<file path="config.mk">
export PLATFORM = sky130hd
export DESIGN_NAME = sha3_lane_packer
export DESIGN_NICKNAME = d
export VERILOG_FILES = /design/src/rtl/sha3_pkg.sv /design/src/rtl/sha3_lane_packer.sv
export SDC_FILE = /design/constraint.sdc
export NUM_CORES = 2
export LEC_CHECK = 0
export ABC_AREA = 0
export BUFFER_PORTS_ARGS = -buffer_cell sky130_fd_sc_hd__buf_4
export CORE_AREA = 5 5 461 463
export DETAILED_ROUTE_END_ITERATION = 10
export DIE_AREA = 0 0 466 468
export HOLD_SLACK_MARGIN = 0.15
export PLACE_DENSITY = 0.37
export RECOVER_POWER = 50
export SYNTH_ARGS = -nofsm -noshare
export SYNTH_HDL_FRONTEND = slang
export SYNTH_SLANG_ARGS = --single-unit
</file>
<file path="constraint.sdc">
create_clock -name clk -period 52.8 [get_ports clk]
set_clock_uncertainty 0.2 [all_clocks]
set_input_delay 13.2 -clock clk [delete_from_list [all_inputs] [get_ports clk]]
set_output_delay 13.2 -clock clk [all_outputs]
set_load 0.01 [all_outputs]
</file>
<file path="src/rtl/sha3_pkg.sv">
// Shared constants and packer state encoding for the SHA3 burst master datapath.
package sha3_pkg;
    localparam int          LANE_W              = 64;
    localparam int          RATE_LANES_SHA3_256 = 17;
    localparam logic [63:0] PAD_DOMAIN          = 64'h06;
    localparam int          PAD_FINAL_BIT       = 63;

    typedef enum logic [2:0] {
        ST_IDLE    = 3'd0,
        ST_FILL    = 3'd1,
        ST_PAD     = 3'd2,
        ST_PRESENT = 3'd3,
        ST_DONE    = 3'd4
    } packer_state_t;
endpackage

</file>
<file path="src/rtl/sha3_lane_packer.sv">
// Packs 64-bit FIFO lanes into SHA3 rate blocks, appends 0x06..0x80 padding after the
// last message lane, and presents each block to the Keccak core with valid/ready.
module sha3_lane_packer #(
    parameter int RATE_LANES = 17,
    parameter int LANE_W     = 64
) (
    input  logic                         clk,
    input  logic                         rst,
    input  logic                         start,
    input  logic [15:0]                  msg_lanes,
    input  logic [LANE_W-1:0]            fifo_read_data,
    input  logic                         fifo_empty,
    output logic                         fifo_read,
    output logic [RATE_LANES*LANE_W-1:0] block_data,
    output logic                         block_valid,
    input  logic                         block_ready,
    output logic                         block_last,
    output logic                         busy,
    output logic                         done,
    output logic [2:0]                   fsm_state
);
    import sha3_pkg::*;

    localparam int               IDX_W    = $clog2(RATE_LANES);
    localparam logic [IDX_W-1:0] LAST_IDX = IDX_W'(RATE_LANES - 1);

    packer_state_t     state, state_next;
    logic [IDX_W-1:0]  lane_idx;
    logic [15:0]       remaining;
    logic [LANE_W-1:0] lanes     [RATE_LANES];
    logic [LANE_W-1:0] pad_lanes [RATE_LANES];
    logic              last_flag;
    logic              pop;

    // Handshake: the core takes block_data on any cycle where block_valid and block_ready
    // are both high; block_valid stays high and block_data stays frozen until that happens.
    assign pop         = (state == ST_FILL) && !fifo_empty;
    assign fifo_read   = pop;
    assign block_valid = (state == ST_PRESENT);
    assign block_last  = block_valid && last_flag;
    assign done        = (state == ST_DONE);
    assign fsm_state   = state;

    for (genvar g = 0; g < RATE_LANES; g++) begin : g_block
        assign block_data[LANE_W*g +: LANE_W] = lanes[g];
    end

    always_comb begin
        state_next = state;
        unique case (state)
            ST_IDLE:    if (start) state_next = (msg_lanes != 16'd0) ? ST_FILL : ST_PAD;
            ST_FILL: begin
                // A pop into the last lane always presents a full block, even when it
                // was the final message lane; padding then goes into a block of its own.
                if (pop) begin
                    if (lane_idx == LAST_IDX)     state_next = ST_PRESENT;
                    else if (remaining == 16'd1)  state_next = ST_PAD;
                end
            end
            ST_PAD:     state_next = ST_PRESENT;
            ST_PRESENT: begin
                if (block_ready) begin
                    if (last_flag)                state_next = ST_DONE;
                    else if (remaining != 16'd0)  state_next = ST_FILL;
                    else                          state_next = ST_PAD;
                end
            end
            ST_DONE:    state_next = ST_IDLE;
            default:    state_next = ST_IDLE;
        endcase
    end

    // Lanes below lane_idx already hold message data; everything from lane_idx up is padding.
    always_comb begin
        for (int j = 0; j < RATE_LANES; j++) begin
            pad_lanes[j] = lanes[j];
            if (j >= int'(lane_idx)) pad_lanes[j] = (j == int'(lane_idx)) ? PAD_DOMAIN : '0;
        end
        pad_lanes[RATE_LANES-1][PAD_FINAL_BIT] = 1'b1;
    end

    always_ff @(posedge clk or posedge rst) begin
        if (rst) state <= ST_IDLE;
        else     state <= state_next;
    end

    always_ff @(posedge clk or posedge rst) begin
        if (rst) begin
            lane_idx  <= '0;
            remaining <= '0;
            last_flag <= 1'b0;
            busy      <= 1'b0;
            for (int j = 0; j < RATE_LANES; j++) lanes[j] <= '0;
        end else begin
            unique case (state)
                ST_IDLE: begin
                    if (start) begin
                        remaining <= msg_lanes;
                        lane_idx  <= '0;
                        busy      <= 1'b1;
                    end
                end
                ST_FILL: begin
                    if (pop) begin
                        lanes[lane_idx] <= fifo_read_data;
                        remaining       <= remaining - 16'd1;
                        if (lane_idx != LAST_IDX) lane_idx <= lane_idx + IDX_W'(1);
                    end
                end
                ST_PAD: begin
                    lanes     <= pad_lanes;
                    last_flag <= 1'b1;
                end
                ST_PRESENT: begin
                    if (block_ready && !last_flag) lane_idx <= '0;
                end
                ST_DONE: begin
                    busy      <= 1'b0;
                    last_flag <= 1'b0;
                end
                default: ;
            endcase
        end
    end
endmodule
</file>
* Word-level counts from Yosys, hierarchy flattened
Index checks and enable logic that the tools add are counted.
** Operators by class
- $add $sub $neg :: 2
- $lt $le $gt $ge :: 19
- Equality and inequality tests :: 46
- Muxes and demuxes :: 59
- Bitwise gates (word level) :: 1
- Reduce and logical (&&, ||, !) cells :: 37
** Operator list (count)
- $pmux 1088 s2 :: 1
- $bwmux 1088 :: 1
- $mux 1088 :: 1
- $mux 64 :: 17
- $demux 64 s5 :: 1
- $mux 3 :: 23
- $mux 63 :: 1
- $reduce_and 3->1 :: 18
- $eq 5x5->1 const A :: 9
- $ge 4x5->1 const A :: 8
- $ne 2x2->1 const B :: 19
- $mux 16 :: 2
- $pmux 16 s2 :: 1
- $reduce_bool 16->1 :: 2
- $eq 4x5->1 const A :: 4
- $ge 3x5->1 const A :: 4
- $mux 5 :: 4
- $eq 16x1->1 const B :: 1
- $sub 16x1->16 const B :: 1
- $pmux 5 s3 :: 1
- $pmux 3 s4 :: 1
- $eq 3x5->1 const A :: 2
- $ge 1x5->1 const A :: 2
- $ge 2x5->1 const A :: 2
- 25 further kinds :: 38
** Word-level totals
- Flip-flop bits (word level) :: 1114
- Output and inout bits :: 1096
- Logic and storage cells :: 187

* Longest topological paths before layout
- Depth after elaboration :: 8
- Depth in mapped cells :: 10

* Worst setup path after synthesis
No wires, ideal clock.
- Kind :: input-to-output
- Start :: in fifo_empty
- End :: out fifo_read
- Arrival time :: 13732 ps
- Slack :: 25668 ps
- Cell stages on the path :: 3
- Buffers on the path :: 0
- Cell sequence :: nor2b_1 nand2_1 inv_1
** On the way
- Cells in the longest elaborated chain, start to end :: 2
** Ends and longest elaborated chain
- start, declared :: RTL line sha3_lane_packer.sv:12 : input logic fifo_empty,
- $logic_not 1->1 :: RTL line sha3_lane_packer.sv:37 : assign pop = (state == ST_FILL) && !fifo_empty;
- $logic_and 1x1->1 :: RTL line sha3_lane_packer.sv:37
- end, declared :: RTL line sha3_lane_packer.sv:13 : output logic fifo_read,
No other way between the ends.

* Final worst setup path
Same ends and word-level chain as after synthesis.

==> impl.org <==
** GRT
- Global routing used 22.1% of the available tracks.
- First-pass GRT wire length :: 330000 um
- The number of global-route vias before repair came to 34600.
- Antenna violations before repair :: 45
- GRT Residual Overflow :: 0
- Largest net degree at the start of global routing :: 139

** Setup path
- Crit path max-delay family :: buffers and inverters
- Worst flop-to-flop path endpoint :: block_data[374]
- Setup crit start kind :: input port
- On the worst path, the slowest cell contributes a delay of 0.89 ns.
- The startpoint identified for the worst register-to-register timing path is fsm_state[2].
- Classification of the worst setup path :: in2out
- For the worst setup path, the data required time is 39.40 ns.
- The worst setup path is captured at an output port.
- Traced cell by cell, the critical path runs through clkbuf_1 > nor2b_1 > nand2_1 > inv_1 > buf_4.
- Together, buffers and inverters on the worst path number 3.
- Arrival time at the worst endpoint :: 15.56 ns
- Of all nets on the critical path, the largest fanout is 18.
- The worst register-to-register path has a depth of 7.
- Slowest cell on the critical path :: nand2_1
- Flop-to-flop setup slack :: 46.07 ns

** Synth
- Multiplexer share of the synthesized area :: 0.0721%
- Simple logic cell fraction of the synthesized area :: 7.66%
- Largest family of logic cells by synthesized area :: compound AO/OA/AOI/OAI gates
- Sequential elements use 66.9% of the synthesized area.
- Compound-Gate Fraction of Synth Area :: 21.8%
- The Yosys step of the flow raised 0 warnings.
- Most common flop cell mapped by yosys :: dfrtp_1
- Synthesized Nets :: 3447
- Number of instances in the synthesized netlist :: 3354
- Counting flops and latches in the post-synthesis netlist gives 1114.
- The cell area that synthesis handed to floorplanning was 0.0416 sq mm.
- Mean Syn Cell Area :: 12.4 sq um
- Post-synthesis share of cell area spent on xor and xnor gates :: 0%
- For this run, asynchronously set or reset flops after synthesis account for 100%.
- Library cells used by synthesis :: 69
- After Yosys synthesis, full adders, half adders and majority gates account for 0.240% of the synthesized area.
- The synthesized design contains 0 enable-type register cells.

** Place
- Weighted congestion reported at the end of routability-driven placement :: 0.791
- During placement, the flow inserted port buffers numbering 1180.
- Detailed placement HPWL :: 174000 um

** Outcome
- The final reports fail on capacitance limit, slew limit.
- Result of the run :: finished with violations

** Power and ir drop
- Sw Ratio :: 38.8%
- Across the VDD grid, the largest voltage drop is 0.0000434 V.
- Cell internal power was estimated by the tool at 1700 uW.
- The analysis attributes to cell leakage a power of 0.0238 uW.
- Clock power share :: 35.9%
- Power dissipated by switching net loads :: 1080 uW
- Cell Pwr Density :: 51.1 mW/mm^2
- Share of total power in sequential cells :: 37.0%
- Relative contribution of combinational cells to total power :: 27.1%

** Timing
- Transition time at the pin with the least slew margin :: 5.49 ns
- Clock period minus worst slack :: 28.96 ns
- Setup TNS :: 0 ns
- The final critical path takes up 54.8% of the cycle.
- Setup repair after global routing left no endpoint under its margin.
- The final number of hold-violating endpoints is 0.
- The total count of max-transition violations in the final report came to 787.
- Highest clock frequency the design can meet :: 0.0345 GHz
- Setup violations remaining at the end of the flow were counted as 0.
- Slew margin rel. :: -268%

** Finish
- Most frequent standard cell in the layout excluding fill and tap cells :: clkbuf_1
- Most used cells in the layout excluding fill and tap cells :: clkbuf_1, dfrtp_1, a22o_1
- Compared with the post-synthesis result, the final layout area differs by 30.5%.
- Measured on the finished design, the core utilization comes to 26.1%.
- Final #Nets :: 4583
- Share of post-route cells with drive strength above 1 :: 11.5%

** Worst hold path
- Type of the tightest min-delay check :: reg2reg
- Endpoint of the worst hold-timing path :: block_data[349]
- In this run the most critical hold path is launched from block_data[349].
- Hold Path Stages :: 2

** Routing
- Routed via count divided by cell count :: 4.64
- Dividing the detail-routed wire length by the instance count gives 33.6 um.
- The first TritonRoute pass finished after 5 iterations.
- Routed vias :: 34400
- Post-detailed-route DRC marker count :: 0
- After detailed routing, the total wire length is 250000 um.
- Antenna violation net count after detailed routing :: 0
- The detailed router finished its first iteration with 2728 violations.

** Clock network
- The clock reaches the later pin of the worst-skew pair after 0.80 ns.
- Clock slew seen by the registers of the worst setup and hold paths :: 0.05 ns
- Clk sink count :: 1114
- Number of instances resized during post-cts repair :: 0
- Clock tree root driver cell :: clkbuf_16
- CTS H-tree depth :: 4
- Inserted Clock Buffers :: 142
- TritonCTS clock tree :: built
- Hold-fix buffers, CTS :: 0
- Post-CTS setup-driven buffer insertion count :: 0
- Maximum buffer depth of the clock tree :: 3

** Die
- Standard-cell row count :: 168
- Initial Util :: 20.0%
- From left edge to right edge, the die measures 466 um.
- Floorplan Core Area :: 0.208 sq mm
- Number of placed I/O pins :: 1181
- Area enclosed by the die boundary :: 0.218 sq mm
- Vertical die dimension :: 468 um

** Run
- Number of max-cap violations :: 18
sequential cells by signal, summed over array words and instances, names as in the netlist:
name	count
fsm_state	3
last_flag	1
lane_idx	5
block_data	1088
remaining	16
busy	1
power by group through the flow:
| stage | Sequential [uW] | Clock, uW | Combinational, uW |
|---|---|---|---|
| floorplan | 1070 | 0 | 320 |
| global placement | 1040 | 0 | 855 |
| detailed placement | 1040 | 0 | 858 |
| CTS | 1030 | 1030 | 857 |
| global route | 1040 | 1060 | 802 |
| finish | 1030 | 997 | 752 |
per-stage QoR:
step	std cells	setup WS, ns	cell area (sq um)	hold slack [ns]	total power (uW)
finish	7416	23.84	54300	0.271	2770
global route	7405	23.64	54300	0.291	2900
CTS	7404	24.62	58600	0.279	2910
detailed placement	7151	24.63	53800	0.267	1900
global placement	7151	24.58	53800	0.262	1890
floorplan	3354	8.03	41600	0.270	1390
cell type report:
cell class	instances	area (sq um)
Multi-Input combinational cell	1936	12600
Inverter	12	46.3
Fill cell	22600	154000
Antenna cell	12	30.0
Tap cell	2805	3510
Sequential cell	1114	27900
Timing Repair Buffer	1284	5520
Clock buffer	208	4130
Clock inverter	45	626
kinds of logic (layout without fill, tap and decap cells):
| kind of cell | after synthesis | in the layout |
|---|---|---|
| compound gates | 1183 | 1183 |
| flops | 1114 | 1114 |
| simple gates | 742 | 742 |
| buf+inv | 304 | 1549 |
| fa+ha+maj | 8 | 8 |
| mux | 3 | 3 |
| other cells | 0 | 12 |
layer usage:
metal  track usage (%)  part of all wire, %
met2              34.6                   45
met5                 0                0.051
met3              7.75                  9.0
met4              7.41                  3.9
met1              28.3                   42
how the worst max path moves through the flow:
stage                    start             to  slack [ns]  cells after the start
floorplan                  rst  block_data[0]        8.03                      1
global placement    fifo_empty      fifo_read       24.58                      5
detailed placement  fifo_empty      fifo_read       24.63                      5
CTS                 fifo_empty      fifo_read       24.62                      5
global route        fifo_empty      fifo_read       23.64                      5
finish              fifo_empty      fifo_read       23.84                      5
cell usage after synthesis (all sizes together), types with 13 or more instances:
| cell | count | share of area [%] |
|---|---|---|
| dfrtp | 1114 | 67 |
| a22o | 489 | 10 |
| nand2 | 468 | 4.2 |
| o21ai | 355 | 4.3 |
| clkbuf | 204 | 1.8 |
| o31ai | 138 | 3.2 |
| o2bb2ai | 132 | 2.8 |
| nand3 | 122 | 1.5 |
| nor2 | 95 | 1.0 |
| buf | 88 | 1.3 |
| a21oi | 29 | 0.38 |
| nor3 | 13 | 0.17 |
worst min-delay path: stages (launching register included):
cell and delay, ns:
dfrtp_1 0.34, nand2_1 0.05, o31ai_1 0.05
No activity file was read; power rests on OpenSTA's default activity.
